File: config.mk
export PLATFORM = sky130hd
export DESIGN_NAME = spi_slave_flat
export DESIGN_NICKNAME = d
export VERILOG_FILES = /design/src/rtl/spi_slave_if.sv /design/src/rtl/spi_slave.sv /design/src/flat_wrapper.sv
export SDC_FILE = /design/constraint.sdc
export NUM_CORES = 1
export LEC_CHECK = 0
export CELL_PAD_IN_SITES_DETAIL_PLACEMENT = 1
export CELL_PAD_IN_SITES_GLOBAL_PLACEMENT = 1
export CORE_MARGIN = 2
export CORE_UTILIZATION = 37
export DETAILED_ROUTE_END_ITERATION = 6
export GPL_ROUTABILITY_DRIVEN = 0
export PLACE_DENSITY = 0.72
export SLEW_MARGIN = 20
export SYNTH_ARGS = -nofsm -noshare
export SYNTH_HDL_FRONTEND = slang
export SYNTH_SLANG_ARGS = --single-unit
File: constraint.sdc
create_clock -name clk -period 1.51 [get_ports clk]
set_input_delay 0.2265 -clock clk [delete_from_list [all_inputs] [get_ports clk]]
set_output_delay 0.2265 -clock clk [all_outputs]
set_load 0.02 [all_outputs]
File: src/rtl/spi_slave_if.sv
// spi_slave_if -- SPI pin bundle between a master and the spi_slave responder.
//
// Signals:
//   sclk     serial clock, driven by the master
//   ss_n     active-low slave select, driven by the master
//   mosi     master-out serial data
//   miso     slave-out serial data
//   miso_oe  slave output enable for miso (tri-state control at the pad)
//
// Modports:
//   master   drives sclk/ss_n/mosi, observes miso/miso_oe
//   slave    observes sclk/ss_n/mosi, drives miso/miso_oe
interface spi_slave_if;
   logic sclk;
   logic ss_n;
   logic mosi;
   logic miso;
   logic miso_oe;

   modport master (output sclk, output ss_n, output mosi, input miso, input miso_oe);
   modport slave  (input sclk, input ss_n, input mosi, output miso, output miso_oe);
endinterface

File: src/rtl/spi_slave.sv
// spi_slave -- byte-oriented SPI responder running entirely in the clk domain.
//
// sclk, ss_n and mosi are oversampled through SYNC_STAGES-deep synchronizers;
// sclk edges are detected against the cpol idle level and one byte is shifted
// in (si_reg -> dout) and out (so_reg -> miso) per 8 sclk cycles. All four
// cpol/cpha modes and back-to-back bytes under one ss_n low are supported.
//
// Ports:
//   clk, reset        system clock, synchronous active-high reset
//   cpol, cpha        SPI mode, static while selected
//   din, wr           transmit byte and its one-cycle capture strobe
//   dout              last completely received byte
//   rx_done_tick      one-cycle pulse when dout updates
//   busy              high while a select is active
//   spi               SPI pins (sclk, ss_n, mosi in; miso, miso_oe out)
//
// Optional build macro SPI_SLAVE_OVERRUN_EN adds:
//   rd_ack            consumer acknowledge for dout
//   rx_valid          unread byte present in dout
//   overrun           sticky: a byte arrived while the previous one was unread
module spi_slave #(
   parameter int SYNC_STAGES = 2
) (
   input  logic       clk,
   input  logic       reset,
   input  logic       cpol,
   input  logic       cpha,
   input  logic [7:0] din,
   input  logic       wr,
   output logic [7:0] dout,
   output logic       rx_done_tick,
   output logic       busy,
`ifdef SPI_SLAVE_OVERRUN_EN
   input  logic       rd_ack,
   output logic       rx_valid,
   output logic       overrun,
`endif
   spi_slave_if.slave spi
);

   typedef enum logic {IDLE, ACTIVE} state_t;

   state_t state, state_next;

   logic [SYNC_STAGES-1:0] sclk_sync, ss_n_sync, mosi_sync, fill;
   logic                   sclk_d;
   logic                   ss_armed;
   logic                   sclk_s, ss_n_s, mosi_s;

   logic [7:0] tx_buf, so_reg, si_reg;
   logic [2:0] n;
   logic       boundary;

   assign sclk_s = sclk_sync[SYNC_STAGES-1];
   assign ss_n_s = ss_n_sync[SYNC_STAGES-1];
   assign mosi_s = mosi_sync[SYNC_STAGES-1];

   // Synchronizers. fill marks when the ss_n chain holds real pin samples
   // rather than its reset value, so an ss_n already low at reset release
   // never looks like a fresh select: ss_armed needs a genuine high first.
   always_ff @(posedge clk) begin
      // NOTE: sequential state uses non-blocking assignments so every flop
      // samples the pre-edge value of its neighbours, as real hardware does.
      if (reset) begin
         sclk_sync <= {SYNC_STAGES{cpol}};
         ss_n_sync <= '1;
         mosi_sync <= '0;
         fill      <= '0;
         sclk_d    <= cpol;
         ss_armed  <= 1'b0;
      end else begin
         sclk_sync <= {sclk_sync[SYNC_STAGES-2:0], spi.sclk};
         ss_n_sync <= {ss_n_sync[SYNC_STAGES-2:0], spi.ss_n};
         mosi_sync <= {mosi_sync[SYNC_STAGES-2:0], spi.mosi};
         fill      <= {fill[SYNC_STAGES-2:0], 1'b1};
         sclk_d    <= sclk_s;
         if (fill[SYNC_STAGES-1] && ss_n_s)
            ss_armed <= 1'b1;
      end
   end

   // Leading edge leaves the idle level, trailing edge returns to it.
   logic leading, trailing, sample_edge, shift_edge;
   assign leading     = (sclk_d == cpol) && (sclk_s != cpol);
   assign trailing    = (sclk_d != cpol) && (sclk_s == cpol);
   assign sample_edge = cpha ? trailing : leading;
   assign shift_edge  = cpha ? leading  : trailing;

   // FSM: state register
   always_ff @(posedge clk) begin
      if (reset) state <= IDLE;
      else       state <= state_next;
   end

   // FSM: next state. In ACTIVE the ss_n level alone means a rising edge,
   // since ACTIVE is only entered with ss_n low.
   always_comb begin
      // NOTE: default first so every path assigns state_next and no latch
      // is inferred.
      state_next = state;
      case (state)
         IDLE:    if (ss_armed && !ss_n_s) state_next = ACTIVE;
         ACTIVE:  if (ss_n_s)              state_next = IDLE;
         default: state_next = IDLE;
      endcase
   end

   // FSM: outputs
   always_comb begin
      busy        = 1'b0;
      spi.miso_oe = 1'b0;
      if (state == ACTIVE) begin
         busy        = 1'b1;
         spi.miso_oe = 1'b1;
      end
   end

   assign spi.miso = so_reg[7];

   // Abort wins over a coincident sample edge: shifting only runs while the
   // synchronized select is still low.
   logic select, active_run, byte_done;
   assign select     = (state == IDLE) && (state_next == ACTIVE);
   assign active_run = (state == ACTIVE) && !ss_n_s;
   assign byte_done  = active_run && sample_edge && (n == 3'd7);

   always_ff @(posedge clk) begin
      if (reset) begin
         tx_buf       <= 8'h00;
         so_reg       <= 8'h00;
         si_reg       <= 8'h00;
         dout         <= 8'h00;
         n            <= 3'd0;
         boundary     <= 1'b0;
         rx_done_tick <= 1'b0;
      end else begin
         rx_done_tick <= byte_done;
         // A load in the same cycle still reads the old tx_buf.
         if (wr)
            tx_buf <= din;
         if (select) begin
            so_reg   <= tx_buf;
            n        <= 3'd0;
            boundary <= cpha;
         end else if (active_run) begin
            if (sample_edge) begin
               si_reg <= {si_reg[6:0], mosi_s};
               if (n == 3'd7) begin
                  dout     <= {si_reg[6:0], mosi_s};
                  n        <= 3'd0;
                  boundary <= 1'b1;
               end else begin
                  n <= n + 3'd1;
               end
            end
            // Sample and shift edges are never the same edge, so the two
            // boundary updates cannot collide.
            if (shift_edge) begin
               if (boundary) begin
                  so_reg   <= tx_buf;
                  boundary <= 1'b0;
               end else begin
                  so_reg <= {so_reg[6:0], 1'b0};
               end
            end
         end
      end
   end

`ifdef SPI_SLAVE_OVERRUN_EN
   // A new byte takes priority over an acknowledge in the same cycle.
   always_ff @(posedge clk) begin
      if (reset) begin
         rx_valid <= 1'b0;
         overrun  <= 1'b0;
      end else if (byte_done) begin
         rx_valid <= 1'b1;
         if (rx_valid)
            overrun <= 1'b1;
      end else if (rd_ack) begin
         rx_valid <= 1'b0;
         overrun  <= 1'b0;
      end
   end
`endif

endmodule

File: src/flat_wrapper.sv
// flat-port wrapper written by rule: the top's interface ports become plain ports
module spi_slave_flat 
#(
   parameter int SYNC_STAGES = 2
)
  (clk, reset, cpol, cpha, din, wr, dout, rx_done_tick, busy, spi_sclk, spi_ss_n, spi_mosi, spi_miso, spi_miso_oe);
  spi_slave_if spi_i ();
  input  logic clk;
  input  logic reset;
  input  logic cpol;
  input  logic cpha;
  input  logic [7:0] din;
  input  logic wr;
  output logic [7:0] dout;
  output logic rx_done_tick;
  output logic busy;
  input wire logic [$bits(spi_i.sclk)-1:0] spi_sclk;
  input wire logic [$bits(spi_i.ss_n)-1:0] spi_ss_n;
  input wire logic [$bits(spi_i.mosi)-1:0] spi_mosi;
  output wire logic [$bits(spi_i.miso)-1:0] spi_miso;
  output wire logic [$bits(spi_i.miso_oe)-1:0] spi_miso_oe;
  assign spi_i.sclk = spi_sclk;
  assign spi_i.ss_n = spi_ss_n;
  assign spi_i.mosi = spi_mosi;
  assign spi_miso = spi_i.miso;
  assign spi_miso_oe = spi_i.miso_oe;
  spi_slave #(.SYNC_STAGES(SYNC_STAGES)) u_core (.clk(clk), .reset(reset), .cpol(cpol), .cpha(cpha), .din(din), .wr(wr), .dout(dout), .rx_done_tick(rx_done_tick), .busy(busy), .spi(spi_i));
endmodule
==> flow_summary_export.csv <==
group,metric,value,unit
floorplan,fp.coreArea,0.005042,mm2
clock_tree,clkTransAtPathRegs,80,ps
synthesis,ys_async_sr_fraction,0,%
placement,dp.cells,287,
grt,gr-total-overflow,0,
synthesis,synth_flop_cell,"dfxtp_1",
timing,hold_violations,0,
synthesis,yosysMostFrequentCell,"dfxtp_1",
floorplan,start_util,37.87,%
placement,preCtsSetupSlack,-446.9,ps
pwr,irDropWorstVdd,0.4382,mV
worst_setup_path,crit_path_max_incr_delay,340,ps
worst_setup_path,cp-start-kind,"flop",
route,postRouteAntennaNets,0,
hold_path,hold_class,"input pin to flop",
route,wl,3.725,mm
synthesis,synth_top_area_share,49.28,%
clock_tree,cts.sinks,47,
floorplan,num_io_pins,28,
clock_tree,cts_root_buffer,"clkbuf_8",
cells_and_area,utilization,50.20,%
grt,grt_pass1_vias,1441,
grt,grt_usage,15.13,%
timing,worst_slack,51.81,ps
clock_tree,cts_tree,"built",
pwr,powerDensity,904.6,mW/mm2
synthesis,yosysUniqueCellTypes,32,
floorplan,die_area,0.005751,mm2
synthesis,synthesis.nets,210,
timing,drv_slew,0,
route,via_count,1426,
worst_setup_path,end_kind,"flop",
synthesis,ys_seq_elements,47,
worst_setup_path,cp_slowest_cell,"dfxtp_2",
cells_and_area,fin_cells,299,
floorplan,chipHeight,75.84,um
clock_tree,htreeDepth,2,
route,via_per_inst,4.769,
synthesis,syn_area,0.001909,mm2
grt,antenna_found_initial,0,
worst_setup_path,required,1750,ps
timing,fin_crit_sh,96.57,%
timing,worst_pin_slew,298.8,ps
timing,max-slew-margin-rel,79.66,%
floorplan,fp-row-count,26,
clock_tree,ctsHoldBuffers,0,
cells_and_area,synthToLayoutAreaGrowth,32.57,%
clock_tree,cts_made_buffers,5,
clock_tree,clk_latency,300,ps
timing,setup_viol,0,
run,drv_cap,0,
route,drt_iter0_drc,55,
synthesis,yosys_warnings,0,
cells_and_area,layout-drive-gt1-share,16.16,%
route,drc,0,
synthesis,synth_area_leaders,"dfxtp_1 49%, mux2i_1 14%, nand2_1 3.9%",
synthesis,synth_top_cell_by_area,"dfxtp_1",
synthesis,syn_area_per_cell,9.944,um2
timing,rsz0062_at_grt,"true",
synthesis,yosysSeqAreaShare,49.28,%
worst_setup_path,arrival,1700,ps
floorplan,die_x,75.84,um
pwr,p_leak,1.177,nW
synthesis,synth_common_cells,"47 x dfxtp_1, 27 x mux2i_1, 20 x nand2_1",
synthesis,synth-edff-count,0,
route,wl_per_cell,12.46,um
timing,max_freq,0.6858,GHz
placement,dp_hpwl,2.521,mm
grt,grt_pass1_wl,6.534,mm
clock_tree,cts_max_path_buffers,2,
placement,port_buffers,27,
grt,grt_max_degree,33,
worst_setup_path,crit_type,"flop to flop",
timing,fin_crit,1458,ps
route,first_pass_iters,4,
worst_setup_path,path_cells,"and4bb_1, mux2i_4, buf_4, or3_1, a21boi_1",
outcome,status,"finished, final reports clean",
cells_and_area,n_antenna_cell,0,
cells_and_area,nNetsFinal,246,
worst_setup_path,cp_max_fo,4,
synthesis,syn_inst,192,
timing,clock_skew,6.224,ps
## where the power goes
group | total, W | internal (W) | switching (W) | leakage, nW
clock network | 0.000822 | 0.000418 | 0.000404 | 0.0515
logic | 0.000176 | 0.000103 | 0.0000733 | 0.743
registers | 0.00129 | 0.00127 | 0.0000185 | 0.383
total | 0.00229 | 0.00179 | 0.000496 | 1.18
## path summary, 6_finish.rpt
| path | start | slack [ps] | cells past startpoint | to |
|---|---|---|---|---|
| min reg2reg | u_core.ss_n_sync[0] | 410 | 1 | u_core.ss_n_sync[1] |
| min | cpol | 380 | 3 | u_core.sclk_d |
| max | u_core.sclk_sync[1] | 50 | 5 | u_core.n[0] |
| max reg2reg | u_core.sclk_sync[1] | 50 | 5 | u_core.n[0] |
## through the flow
step / setup TNS [ps] / power (W) / hold WS [ps] / cell area, um2
global route: -27.86 / 0.002400 / 428.3 / 2531
global placement: -10020 / 0.001483 / 392.1 / 2340
CTS: 0 / 0.002326 / 379.3 / 2482
floorplan: -29.65 / 0.001404 / 298.1 / 1918
finish: 0 / 0.002290 / 380.5 / 2531
detailed placement: -10990 / 0.001487 / 398.3 / 2340
## critical path: cells and delay by family, from the launching register on
kind | cells | cell delay [ps]
DFF | 1 | 340
and+or+nand+nor | 2 | 650
AOI/OAI and AO/OA | 1 | 110
buffers and inverters | 1 | 170
muxes | 1 | 130
## final cells by class
class | instances | area [um2]
multi-input cells | 119 | 878.3
well taps | 70 | 87.58
clock buffers | 8 | 100.1
inverters | 13 | 48.80
flip-flops and latches | 47 | 944.7
fillers | 579 | 2511
repair buffers | 42 | 471.7
## cell usage in the layout, fill, tap and decap left out, types with 2 or more instances in the layout
master | synthesis | final
clkbuf_8 | 0 | 7
nand2b_1 | 2 | 2
o311a_1 | 7 | 7
o21ai_0 | 10 | 10
nand2_1 | 20 | 20
a21oi_1 | 2 | 2
dfxtp_1 | 47 | 44
dlymetal6s2s_1 | 0 | 8
mux2i_1 | 27 | 26
clkdlybuf4s50_1 | 0 | 15
or2_2 | 2 | 2
nor2b_1 | 3 | 3
and4bb_1 | 2 | 2
dfxtp_2 | 0 | 3
nor3_1 | 4 | 4
o221ai_1 | 6 | 5
o221ai_2 | 1 | 2
buf_4 | 1 | 9
inv_1 | 13 | 13
buf_12 | 0 | 4
ha_1 | 2 | 2
dlygate4sd2_1 | 0 | 4
nor2_1 | 19 | 19
## routing by layer
metal  GRT usage (%)  vias up  routed length, um
li1                -      733                  -
met1           18.56      662               1722
met2           25.00       24               1807
met3           4.365        7                128
met4           5.848        0                 66
met5               0        -                  0
## logic make-up after synthesis
family / count (synthesis) / share of synthesized area, %
compound gates: 29 / 11.66
xor+xnor: 1 / 0.8521
fa+ha+maj: 2 / 1.310
buf+inv: 26 / 6.160
flops: 47 / 49.28
mux: 29 / 15.66
simple gates: 58 / 15.07
## what timing repair did
action                                  4_1_cts  5_1_grt
endpoints found under the setup margin       27       22
setup buffers                                 2        1
gates cloned                                  1        0
gates resized for setup                       4       17
pin swaps                                     1        0
Power figures use the tool's default switching activity.
